### src/rtl/spi_pkg.sv
// Shared types for the parametrised SPI master: FSM state encoding and the
// per-transaction mode latched at accept.
package spi_pkg;

  typedef enum logic [2:0] {
    IDLE,
    LEAD,
    XFER,
    TRAIL,
    GAP
  } spi_state_t;

  typedef struct packed {
    logic cpol;
    logic cpha;
    logic lsb_first;
  } spi_mode_t;

endpackage

### src/rtl/spi_clk_gen.sv
// Phase divider for the SPI master: emits a one-clock tick every CLK_DIV
// system clocks while enabled; the count is held at zero when disabled.
module spi_clk_gen #(
  parameter int unsigned CLK_DIV = 10
) (
  input  logic clock,
  input  logic reset,
  input  logic enable,
  input  logic preset,
  output logic tick
);

  localparam int unsigned CW = $clog2(CLK_DIV + 1);
  localparam logic [CW-1:0] LAST = CW'(CLK_DIV - 1);
  // Preset skips one count so the following phase is a clock shorter.
  localparam logic [CW-1:0] PRE  = (CLK_DIV > 1) ? CW'(1) : '0;

  logic [CW-1:0] count;

  assign tick = enable && (count == LAST);

  always_ff @(posedge clock or posedge reset) begin
    if (reset) begin
      count <= '0;
    end else if (!enable) begin
      count <= '0;
    end else if (preset) begin
      count <= PRE;
    end else if (tick) begin
      count <= '0;
    end else begin
      count <= count + CW'(1);
    end
  end

endmodule

### src/rtl/spi_master_param.sv
// Full-duplex SPI master, all four CPOL/CPHA modes, MSB- or LSB-first per
// transaction. One slave, host side is new_data/din/busy/done/dout.
module spi_master_param
  import spi_pkg::*;
#(
  parameter int unsigned DATA_W  = 12,
  parameter int unsigned CLK_DIV = 10
) (
  input  logic              clock,
  input  logic              reset,
  input  logic              new_data,
  input  logic [DATA_W-1:0] din,
  input  logic              cpol,
  input  logic              cpha,
  input  logic              lsb_first,
  input  logic              MISO,
  output logic              sync_clock,
  output logic              CS,
  output logic              MOSI,
  output logic [DATA_W-1:0] dout,
  output logic              busy,
  output logic              done
);

  localparam int unsigned EDGES = 2 * DATA_W;
  localparam int unsigned EW    = $clog2(EDGES + 1);
  localparam logic [EW-1:0] LAST_EDGE = EW'(EDGES - 1);

  spi_state_t        state;
  spi_mode_t         mode;
  logic [DATA_W-1:0] tx_sr;
  logic [DATA_W-1:0] rx_sr;
  logic [DATA_W-1:0] tx_next;
  logic [DATA_W-1:0] rx_next;
  logic [EW-1:0]     edge_cnt;
  logic              tick;
  logic              xfer_tick;
  logic              leading;
  logic              last_edge;
  logic              sample_rx;
  logic              shift_tx;

  function automatic logic first_bit(input logic [DATA_W-1:0] w, input logic lsb);
    return lsb ? w[0] : w[DATA_W-1];
  endfunction

  spi_clk_gen #(
    .CLK_DIV(CLK_DIV)
  ) u_clk_gen (
    .clock (clock),
    .reset (reset),
    .enable(state != IDLE),
    .preset(state == TRAIL && tick),
    .tick  (tick)
  );

  always_comb begin
    xfer_tick = (state == XFER) && tick;
    leading   = ~edge_cnt[0];
    last_edge = (edge_cnt == LAST_EDGE);
    // CPHA=0 samples on leading edges, CPHA=1 on trailing edges.
    sample_rx = xfer_tick && (leading ^ mode.cpha);
    shift_tx  = xfer_tick && (mode.cpha ? (leading && (edge_cnt != '0))
                                        : (!leading && !last_edge));
    tx_next   = mode.lsb_first ? {1'b0, tx_sr[DATA_W-1:1]} : {tx_sr[DATA_W-2:0], 1'b0};
    rx_next   = mode.lsb_first ? {MISO, rx_sr[DATA_W-1:1]} : {rx_sr[DATA_W-2:0], MISO};
  end

  always_ff @(posedge clock or posedge reset) begin
    if (reset) begin
      state      <= IDLE;
      mode       <= '0;
      tx_sr      <= '0;
      rx_sr      <= '0;
      edge_cnt   <= '0;
      CS         <= 1'b1;
      sync_clock <= 1'b0;
      MOSI       <= 1'b0;
      busy       <= 1'b0;
      done       <= 1'b0;
      dout       <= '0;
    end else begin
      done <= 1'b0;
      case (state)
        IDLE: begin
          if (new_data) begin
            mode       <= {cpol, cpha, lsb_first};
            tx_sr      <= din;
            rx_sr      <= '0;
            edge_cnt   <= '0;
            CS         <= 1'b0;
            sync_clock <= cpol;
            MOSI       <= first_bit(din, lsb_first);
            busy       <= 1'b1;
            state      <= LEAD;
          end
        end
        LEAD: begin
          if (tick) state <= XFER;
        end
        XFER: begin
          if (tick) begin
            sync_clock <= ~sync_clock;
            edge_cnt   <= edge_cnt + EW'(1);
            if (sample_rx) rx_sr <= rx_next;
            if (shift_tx) begin
              tx_sr <= tx_next;
              MOSI  <= first_bit(tx_next, mode.lsb_first);
            end
            if (last_edge) begin
              edge_cnt <= '0;
              state    <= TRAIL;
            end
          end
        end
        TRAIL: begin
          if (tick) begin
            CS    <= 1'b1;
            MOSI  <= 1'b0;
            done  <= 1'b1;
            dout  <= rx_sr;
            state <= GAP;
          end
        end
        GAP: begin
          // GAP is entered with a preset divider, so the CS-high window
          // including the idle accept cycle spans CLK_DIV clocks.
          if (tick) begin
            busy  <= 1'b0;
            state <= IDLE;
          end
        end
        default: state <= IDLE;
      endcase
    end
  end

endmodule

### config.mk
export PLATFORM = sky130hd
export DESIGN_NAME = spi_master_param
export DESIGN_NICKNAME = d
export VERILOG_FILES = /design/src/rtl/spi_pkg.sv /design/src/rtl/spi_clk_gen.sv /design/src/rtl/spi_master_param.sv
export SDC_FILE = /design/constraint.sdc
export NUM_CORES = 1
export LEC_CHECK = 0
export BUFFER_PORTS_ARGS = -buffer_cell sky130_fd_sc_hd__buf_2
export CORE_MARGIN = 8
export CORE_UTILIZATION = 35
export CTS_BUF_LIST = sky130_fd_sc_hd__clkbuf_4 sky130_fd_sc_hd__clkbuf_8 sky130_fd_sc_hd__clkbuf_16
export CTS_CLUSTER_DIAMETER = 30
export DETAILED_ROUTE_END_ITERATION = 6
export SYNTH_ARGS = -nofsm -noshare
export SYNTH_HDL_FRONTEND = slang
export SYNTH_HIERARCHICAL = 1
export SYNTH_SLANG_ARGS = --single-unit
### constraint.sdc
create_clock -name clock -period 2.4 [get_ports clock]
set_clock_uncertainty 0.15 [all_clocks]
set_input_delay 0.36 -clock clock [delete_from_list [all_inputs] [get_ports clock]]
set_output_delay 0.36 -clock clock [all_outputs]
set_load 0.02 [all_outputs]
==> summary.txt, run 1 <==
Setup path
  – CP Launch Type: flip-flop
  – CP max FO: 13
  – CP arrival: 2280 ps
  – Crit path launch: u_clk_gen/count[1]
  – R2r startpoint: u_clk_gen/count[1]
  – Crit Path Class: reg2reg
  – Crit path capture: tx_sr[4]
  – Required time of the worst setup path: 2480 ps
  – R2r setup slk: 200 ps
  – CP Capture Type: flip-flop
  – R2R depth: 8
  – Reg2reg end: tx_sr[4]

GRT
  – First-pass GRT wire length: 9720 µm
  – Vias in the first global route: 2038
  – Pin count of the biggest net entering global routing: 39
  – Initial antenna violation count: 0
  – GRT Residual Overflow: 0
  – GRT Total Usage: 10.5%

Die
  – Placeable Area: 7690 µm²
  – Die area: 11000 µm²
  – FP Rows: 32
  – Height of the die: 105 µm
  – Die W: 105 µm
  – Initial Util: 35.8%
  – # IOs: 36

Power and ir drop
  – Static leakage: 1.53 nW
  – Max IR drop VDD: 0.429 mV
  – Post-layout power: 3.61 mW
  – Power density cells: 1130 nW/µm²

Detailed routing
  – Drt pass-1 iters: 4
  – Initial DRC Count: 125
  – DR WL/cell: 13.7 µm
  – DRC: 0
  – DR vias: 2063
  – Final WL: 5620 µm
  – Post-route ant nets: 0
  – Vias per cell: 5.03

STA
  – Fin. Hold Viols: 0
  – Worst rel slew slack: 66.6%
  – Fin worst setup slack: 198 ps
  – Worst Max-Slew Pin Slew: 500 ps
  – Final Setup Violations: 0
  – Crit share post-route: 91.8%
  – RSZ-0062 raised after global routing: no
  – Max Freq: 454 MHz
  – Max Slew Vio Count: 0
  – Sum Neg Setup Slack: 0 ps
  – Hold slack: 147 ps
  – Min cycle time layout: 2200 ps

Synthesis
  – Simple-gate share of the synthesized area: 12.7%
  – Post-synthesis average cell area: 10.4 µm²
  – Yosys warns: 6
  – Sequential area share after synthesis: 50.1%
  – Post-Syn Area: 2750 µm²
  – Cells after Synth: 265
  – XOR/XNOR share of the synthesized area: 1.27%
  – Post-Syn Nets: 288
  – Ranking of synthesized cells by area: dfrtp_1 (49%), mux2i_1 (8.7%), mux2_2 (6.1%)
  – Synth Area in Compound Gates: 15.5%
  – EDFF count, synth: 0
  – Yosys reg bits: 55
  – Synth unique cells: 45
  – Synth top area share: 49.1%
  – Most used DFF post-synth: dfrtp_1
  – Post-Synth Adder-Cell Area: 1.82%
  – Largest area contributor in the netlist: dfrtp_1
  – Largest family of logic cells by synthesized area: compound AO/OA/AOI/OAI gates
  – Mux share of post-synthesis cell area: 14.9%
  – Ys async rst share: 100%

Finish
  – Finished Cell Area: 3190 µm²
  – Commonest cells after routing, fill and taps aside: dfrtp_1 (54), buf_2 (35), o21ai_0 (31), mux2i_1 (24), nand2_1 (22)
  – Most common cell after layout, fill and taps aside: dfrtp_1
  – Fill count: 795
  – Post-layout util: 41.5%
  – FF+latch area: 1380 µm²
  – Area growth syn-to-layout: 16.0%
  – Layout cells sized above 1: 26.9%
  – Layout Nets: 330
  – Area of the multi-input gates: 1270 µm²
  – Antenna Cells: 0
  – Final Non-Filler Cells: 410

Worst hold path
  – Hold Crit Class: in2reg

CTS
  – Longest Clk Path Bufs: 2
  – H-tree Lvls: 2
  – Worst skew pair latency: 310 ps
  – Clock Sink Count: 55
  – Setup repair bufs after CTS: 0
  – Root buf cell: clkbuf_8
  – Total CTS buffers: 5
  – CTS tree: built
  – Clock Pin Slew Worst Setup and Hold Paths: 90 ps
  – Number of cells upsized or downsized after cts: 0

Outcome
  – Outcome: finished, final reports clean

Place
  – Port Buffers: 35
  – GP Congestion: 0.785
  – Placed instance count: 401
  – Area after DPL: 3090 µm²
  – Post-DP HPWL: 4100 µm
  – Setup slack at placement: 209 ps

Job
  – Max_cap viols: 0
## worst min path at each step
| stage | startpoint | endpoint | cells past startpoint |
|---|---|---|---|
| floorplan | reset | u_clk_gen/count[0] | 1 |
| global placement | reset | u_clk_gen/count[2] | 2 |
| detailed placement | reset | u_clk_gen/count[2] | 2 |
| CTS | cpha | mode[1] | 2 |
| global route | cpha | mode[1] | 2 |
| finish | cpha | mode[1] | 2 |
## synthesized netlist by cell type, types with 2 or more instances
master and number:
inv_1 6, and3_1 2, buf_1 2, a32o_1 2, nand2_1 22, nor3_1 3, or2_2 3, mux2i_1 24
mux2_2 15, a21oi_1 13, clkbuf_1 6, a21o_1 2, dfrtp_1 54, o21ai_1 2, nand2b_1 3, buf_2 7
nand3_1 4, xor2_1 3, nor2_1 19, o21ai_0 31, nor2b_1 3, ha_1 4, o31ai_1 12, nor3b_1 2
## critical path, stage by stage, from the launching register on
cell,delay (ps)
dfrtp_1,410
inv_1,60
ha_1,120
and3b_1,190
and2_2,170
nand2_1,100
a21o_1,290
or2_2,430
o21ai_0,200
## logic make-up (layout without fill, tap and decap cells)
| group | Yosys count | count (layout) |
|---|---|---|
| DFF | 55 | 55 |
| adders and majority gates | 4 | 4 |
| xor gates and xnor gates | 4 | 4 |
| AOI/OAI and AO/OA | 70 | 70 |
| and+or+nand+nor | 70 | 70 |
| muxes | 39 | 39 |
| buffers and inverters | 23 | 66 |
## sequential cells by signal, indices dropped and copies added (netlist names)
signal           flops
rx_sr               12
CS                   1
u_clk_gen/count      4
edge_cnt             5
tx_sr               12
mode                 2
state                3
sync_clock           1
MOSI                 1
done                 1
busy                 1
dout                12
## layer usage
metal	part of all wire (%)	vias up	global-route usage, %
met2	43	32	15.6
met3	5.7	7	3.50
met5	0	-	0
met4	1.0	0	3.67
met1	50	1007	13.9
li1	-	1017	-
## timing repair
item,in CTS,in global routing
endpoints found under the setup margin,0,0
hold endpoints to repair,27,0
hold buffers,1,0
## layout make-up
class / count / area share [%]
clock buffers: 5 / 2.16
clock inverters: 3 / 0.588
inverters: 6 / 0.706
multi-input cells: 187 / 39.8
flip-flops and latches: 55 / 43.2
well taps: 102 / 4.00
repair buffers: 52 / 9.57
## power by group
part	switching, mW	internal (mW)
registers	0.312	1.31
logic	0.783	0.697
clock network	0.303	0.206
total	1.40	2.21
Note: power is estimated with default switching activity, not from simulation.
==> inputs of run 2 (changes only) <==
clock period = 2 ns   (was 2.4 ns; I/O delays follow)
==> summary.txt, run 2 (synthesis results as in run 1) <==
Power and ir drop
  – Internal cell power: 2.75 mW (was 2.21 mW)
  – Sequential power share: 39.7% (was 44.9%)
  – Static leakage: 1.67 nW (was 1.53 nW)
  – Post-layout power: 4.53 mW (was 3.61 mW)
  – Clock share of power: 14.2% (was 14.1%)
  – Switching Fraction: 39.2% (was 38.7%)
  – Max IR drop VDD: 0.674 mV (was 0.429 mV)
  – Switching power total: 1.77 mW (was 1.40 mW)
  – Power density cells: 1280 nW/µm² (was 1130 nW/µm²)
  – Comb power frac: 46.0% (was 41.0%)

Detailed routing
  – Drt pass-1 iters: 4 (unchanged)
  – DRC: 0 (unchanged)
  – Post-route ant nets: 0 (unchanged)
  – DR WL/cell: 14.8 µm (was 13.7 µm)
  – Vias per cell: 5.08 (was 5.03)
  – Initial DRC Count: 86 (was 125)
  – DR vias: 2155 (was 2063)
  – Final WL: 6260 µm (was 5620 µm)

Setup path
  – R2r startpoint: edge_cnt[0] (was u_clk_gen/count[1])
  – CP Capture Type: flip-flop (unchanged)
  – R2r setup slk: -20 ps (was 200 ps)
  – CP max FO: 5 (was 13)
  – Crit Path Class: reg2reg (unchanged)
  – Reg2reg end: MOSI (was tx_sr[4])
  – CP arrival: 2070 ps (was 2280 ps)
  – CP Launch Type: flip-flop (unchanged)
  – R2R depth: 7 (was 8)
  – Required time of the worst setup path: 2050 ps (was 2480 ps)

Worst hold path
  – Hold path start: cpha (unchanged)
  – Hold Crit Class: in2reg (unchanged)
  – End of the worst hold path: mode[1] (unchanged)
  – Min-Delay Path Depth: 2 (unchanged)

Finish
  – Layout Nets: 344 (was 330)
  – Commonest cells after routing, fill and taps aside: dfrtp_1 (54), buf_2 (35), mux2i_1 (24), buf_4 (23), nand2_1 (21) (was dfrtp_1 (54), buf_2 (35), o21ai_0 (31), mux2i_1 (24), nand2_1 (22))
  – Antenna Cells: 0 (unchanged)
  – Layout cells sized above 1: 41.0% (was 26.9%)
  – Area growth syn-to-layout: 28.8% (was 16.0%)
  – Final Non-Filler Cells: 424 (was 410)
  – Top Registers: dout x12, rx_sr x12, tx_sr x12 (unchanged)
  – Post-layout util: 46.1% (was 41.5%)
  – Most common cell after layout, fill and taps aside: dfrtp_1 (unchanged)

STA
  – Worst rel slew slack: 66.6% (about the same)
  – Max Slew Vio Count: 0 (unchanged)
  – Final Setup Violations: 4 (was 0)
  – RSZ-0062 raised after global routing: yes (was no)
  – Fin. Hold Viols: 0 (unchanged)
  – Worst Max-Slew Pin Slew: 497 ps (was 500 ps)
  – Hold slack: 66.7 ps (was 147 ps)
  – Crit share post-route: 101% (was 91.8%)
  – Fin worst setup slack: -15.7 ps (was 198 ps)
  – Max Freq: 496 MHz (was 454 MHz)
  – Min cycle time layout: 2020 ps (was 2200 ps)

Die
  – Initial Util: 35.8% (unchanged)
  – Height of the die: 105 µm (unchanged)
  – Die W: 105 µm (unchanged)
  – Die area: 11000 µm² (unchanged)
  – Placeable Area: 7690 µm² (unchanged)
  – # IOs: 36 (unchanged)
  – FP Rows: 32 (unchanged)

Place
  – Post-DP HPWL: 4270 µm (was 4100 µm)
  – Placed instance count: 411 (was 401)
  – GP Congestion: 0.779 (was 0.785)
  – Setup slack at placement: -22.9 ps (was 209 ps)
  – Port Buffers: 35 (unchanged)

CTS
  – H-tree Lvls: 2 (unchanged)
  – Clock Sink Count: 55 (unchanged)
  – Longest Clk Path Bufs: 2 (unchanged)
  – Root buf cell: clkbuf_8 (unchanged)
  – Clock Pin Slew Worst Setup and Hold Paths: 100 ps (was 90 ps)
  – Total CTS buffers: 5 (unchanged)
  – CTS tree: built (unchanged)
  – Worst skew pair latency: 310 ps (about the same)

GRT
  – GRT Total Usage: 11.3% (was 10.5%)
  – First-pass GRT wire length: 10400 µm (was 9720 µm)
  – GRT Residual Overflow: 0 (unchanged)
  – Initial antenna violation count: 0 (unchanged)
  – Vias in the first global route: 2242 (was 2038)
  – Pin count of the biggest net entering global routing: 27 (was 39)

Outcome
  – Failing checks: setup timing
  – Outcome: finished, violations left (was finished, final reports clean)

Job
  – Max_cap viols: 0 (unchanged)
## run 2: how the worst max path moves through the flow
| stage | end | from |
|---|---|---|
| 2_1_floorplan | tx_sr[0] | edge_cnt[0] |
| 3_3_place_gp | MOSI | edge_cnt[0] |
| 3_5_place_dp | tx_sr[7] | u_clk_gen/count[1] |
| 4_1_cts | tx_sr[7] | edge_cnt[0] |
| 5_1_grt | tx_sr[10] | edge_cnt[0] |
| 6_report | MOSI | edge_cnt[0] |
## run 2: timing repair
item	4_1_cts	5_1_grt
gates resized for setup	14	44
pin swaps	1	16
hold endpoints to repair	54	0
endpoints found under the setup margin	23	42
setup buffers	1	1
gates cloned	0	2
hold buffers	1	0
## run 2: stage by stage
| stage | setup TNS [ps] | area [µm²] |
|---|---|---|
| after CTS | -248 | 3410 |
| after global routing | -2130 | 3540 |
| after floorplan | -494 | 2820 |
| final | -38.4 | 3540 |
| after detailed placement | -46.4 | 3230 |
| after global placement | 0 | 3230 |
## run 2: layout make-up
cell class              instances  area, µm²
clock buffers                   6       76.3
clock inverters                 2       16.3
fillers                       756       4140
inverters                       6       22.5
multi-input cells             188       1470
flip-flops and latches         55       1380
well taps                     102        128
repair buffers                 65        450
## run 2: critical path: stages (launching register included)
cell and delay [ps]:
dfrtp_1 380, inv_1 50, ha_1 120, or4b_4 460
a221oi_4 280, buf_6 160, a211oi_2 40, mux2_2 260
## run 2: power groups by stage
stage	clock [mW]	sequential, mW	combinational [mW]
6_report	0.645	1.80	2.08
5_1_grt	0.709	1.86	2.29
4_1_cts	0.667	1.78	1.90
3_5_place_dp	0	1.93	2.03
3_3_place_gp	0	1.91	1.99
2_1_floorplan	0	2.03	1.33
## run 2: routing by layer
| layer | vias up | global-route usage [%] | share of wire, % |
|---|---|---|---|
| li1 | 1053 | - | - |
| met1 | 1065 | 14.4 | 48 |
| met2 | 33 | 18.3 | 47 |
| met3 | 4 | 3.13 | 3.9 |
| met4 | 0 | 3.06 | 0.59 |
| met5 | - | 0 | 0 |
==> inputs of run 3 (changes only) <==
clock period = 1.78 ns   (was 2 ns; I/O delays follow)
==> summary.txt, run 3 (synthesis results as in run 1) <==
Outcome
  – Outcome: finished, violations left (unchanged)
  – Failing checks: setup timing (unchanged)

CTS
  – Total CTS buffers: 5 (unchanged)
  – Clock Pin Slew Worst Setup and Hold Paths: 110 ps (was 100 ps)
  – CTS tree: built (unchanged)
  – Worst skew pair latency: 320 ps (was 310 ps)
  – Longest Clk Path Bufs: 2 (unchanged)
  – Clock Sink Count: 55 (unchanged)
  – Root buf cell: clkbuf_8 (unchanged)
  – H-tree Lvls: 2 (unchanged)

Die
  – FP Rows: 32 (unchanged)
  – Height of the die: 105 µm (unchanged)
  – Placeable Area: 7690 µm² (unchanged)
  – Initial Util: 35.8% (unchanged)
  – Die area: 11000 µm² (unchanged)
  – Die W: 105 µm (unchanged)
  – # IOs: 36 (unchanged)

Detailed routing
  – DRC: 0 (unchanged)
  – Post-route ant nets: 0 (unchanged)
  – Final WL: 6780 µm (was 6260 µm)
  – WL met1: 3120 µm (was 3010 µm)
  – DR WL/cell: 15.3 µm (was 14.8 µm)
  – Vias per cell: 5.02 (was 5.08)
  – Met3 WL post-DR: 312 µm (was 242 µm)
  – Met2 routed WL: 3290 µm (was 2970 µm)
  – DR vias: 2225 (was 2155)
  – Initial DRC Count: 86 (unchanged)
  – Highest routed layer: met4 (unchanged)
  – Drt pass-1 iters: 4 (unchanged)

Setup path
  – CP max stage cell: or4b_4 (unchanged)
  – CP Capture Type: flip-flop (unchanged)
  – Required time of the worst setup path: 1840 ps (was 2050 ps)
  – R2r setup slk: -310 ps (was -20 ps)
  – Crit Path Class: reg2reg (unchanged)
  – CP Launch Type: flip-flop (unchanged)
  – R2r startpoint: edge_cnt[0] (unchanged)
  – Largest stage delay on the critical path: 460 ps (about the same)
  – CP cell instances: inv_2 > ha_4 > or4b_4 > a221oi_4 > buf_6 > a211oi_2 > mux2_2 (was inv_1 > ha_1 > or4b_4 > a221oi_4 > buf_6 > a211oi_2 > mux2_2)
  – CP arrival: 2150 ps (was 2070 ps)
  – Crit path launch: edge_cnt[0] (unchanged)
  – Crit path capture: MOSI (unchanged)
  – CP max FO: 5 (unchanged)
  – R2R depth: 7 (unchanged)
  – Reg2reg end: MOSI (unchanged)

Finish
  – Antenna Cells: 0 (unchanged)
  – Layout Nets: 363 (was 344)
  – Fill count: 736 (was 756)
  – Most common cell after layout, fill and taps aside: dfrtp_1 (unchanged)
  – Post-layout util: 49.7% (was 46.1%)
  – Finished Cell Area: 3820 µm² (was 3540 µm²)
  – Area growth syn-to-layout: 38.8% (was 28.8%)
  – Layout cells sized above 1: 45.7% (was 41.0%)
  – Commonest cells after routing, fill and taps aside: dfrtp_1 (54), buf_2 (35), buf_4 (31), mux2i_1 (24), nand2_1 (19) (was dfrtp_1 (54), buf_2 (35), mux2i_1 (24), buf_4 (23), nand2_1 (21))
  – Top Registers: dout x12, rx_sr x12, tx_sr x12 (unchanged)

Power and ir drop
  – Power density cells: 1400 nW/µm² (was 1280 nW/µm²)
  – Static leakage: 1.83 nW (was 1.67 nW)
  – Post-layout power: 5.34 mW (was 4.53 mW)
  – Max IR drop VDD: 0.668 mV (was 0.674 mV)

STA
  – Min cycle time layout: 2090 ps (was 2020 ps)
  – Max Freq: 479 MHz (was 496 MHz)
  – Final Setup Violations: 47 (was 4)
  – Fin. Hold Viols: 0 (unchanged)
  – Worst Max-Slew Pin Slew: 330 ps (was 497 ps)
  – Fin worst setup slack: -308 ps (was -15.7 ps)
  – Crit share post-route: 117% (was 101%)
  – RSZ-0062 raised after global routing: yes (unchanged)
  – Max Slew Vio Count: 0 (unchanged)
  – Sum Neg Setup Slack: -8950 ps (was -38.4 ps)
  – Worst rel slew slack: 78.0% (was 66.6%)

GRT
  – Vias in the first global route: 2302 (was 2242)
  – GRT Residual Overflow: 0 (unchanged)
  – Initial antenna violation count: 0 (unchanged)
  – GRT Total Usage: 12.3% (was 11.3%)
  – First-pass GRT wire length: 11300 µm (was 10400 µm)
  – Pin count of the biggest net entering global routing: 27 (unchanged)

Job
  – Max_cap viols: 0 (unchanged)

Place
  – Post-DP HPWL: 4590 µm (was 4270 µm)
  – Setup slack at placement: -302 ps (was -22.9 ps)
  – Port Buffers: 35 (unchanged)
  – GP Congestion: 0.765 (was 0.779)
  – Area after DPL: 3360 µm² (was 3230 µm²)

Worst hold path
  – Hold Crit Class: in2reg (unchanged)
-- run 3: changes by cell type in the layout (fill, tap and decap cells not counted), moves of 2 or more --
| cell | before | now |
|---|---|---|
| mux2_4 | 0 | 12 |
| inv_1 | 4 | 2 |
| nor3_1 | 3 | 1 |
| buf_4 | 23 | 31 |
| o21ai_2 | 13 | 10 |
| ha_2 | 0 | 2 |
| buf_6 | 2 | 12 |
| ha_1 | 4 | 1 |
| mux2_2 | 15 | 3 |
| o21ai_1 | 13 | 15 |
| nand2_2 | 0 | 2 |
| nand2_1 | 21 | 19 |
-- run 3: layer usage --
metal	vias up	track usage, %
li1	1092	-
met1	1083	15.8
met2	45	20.2
met3	5	3.26
met4	0	3.06
met5	-	0
-- run 3: through the flow --
step | hold WS (ps) | cells
finish | 50.2 | 443
global route | 47.9 | 443
CTS | 46.6 | 439
detailed placement | 23.5 | 422
global placement | 26.2 | 422
floorplan | -117 | 265
-- run 3: critical path, delay by kind of cell, from the launching register on --
kind                     cells  cell delay (ps)
AND/OR/NAND/NOR              1              460
flip-flops                   1              410
AO/OA/AOI/OAI                2              330
multiplexers                 1              260
buffers and inverters        2              240
adder cells (fa/ha/maj)      1              120
-- run 3: timing repair --
action	CTS	global route
hold endpoints to repair	15	0
resized for setup	22	52
hold buffers	1	0
setup endpoints to repair	46	52
pin swaps	10	17
buffers inserted	7	3
cloned	1	2
-- run 3: area by class of cell --
type,instances,area [µm²],area share (%)
clock buffer,5,68.8,1.80
clock inverter,3,27.5,0.721
inverter,6,25.0,0.655
multi-input combinational,188,1540,40.3
sequential,55,1380,36.1
tap,102,128,3.34
timing repair buffer,84,656,17.2
-- run 3: worst min-delay path by stage --
stage           from            endpoint  depth (start not counted)
6_report        cpha             mode[1]                          2
5_1_grt         cpha             mode[1]                          2
4_1_cts         cpha             mode[1]                          2
3_5_place_dp   reset  u_clk_gen/count[3]                          2
3_3_place_gp   reset  u_clk_gen/count[3]                          2
2_1_floorplan  reset  u_clk_gen/count[0]                          1
-- run 3: where the power goes --
group / leakage, nW / switching, mW / internal [mW] / total [mW]
Clock: 0.0463 / 0.461 / 0.290 / 0.751
Sequential: 0.715 / 0.356 / 1.68 / 2.04
Combinational: 1.07 / 1.28 / 1.27 / 2.55
Total: 1.83 / 2.10 / 3.24 / 5.34
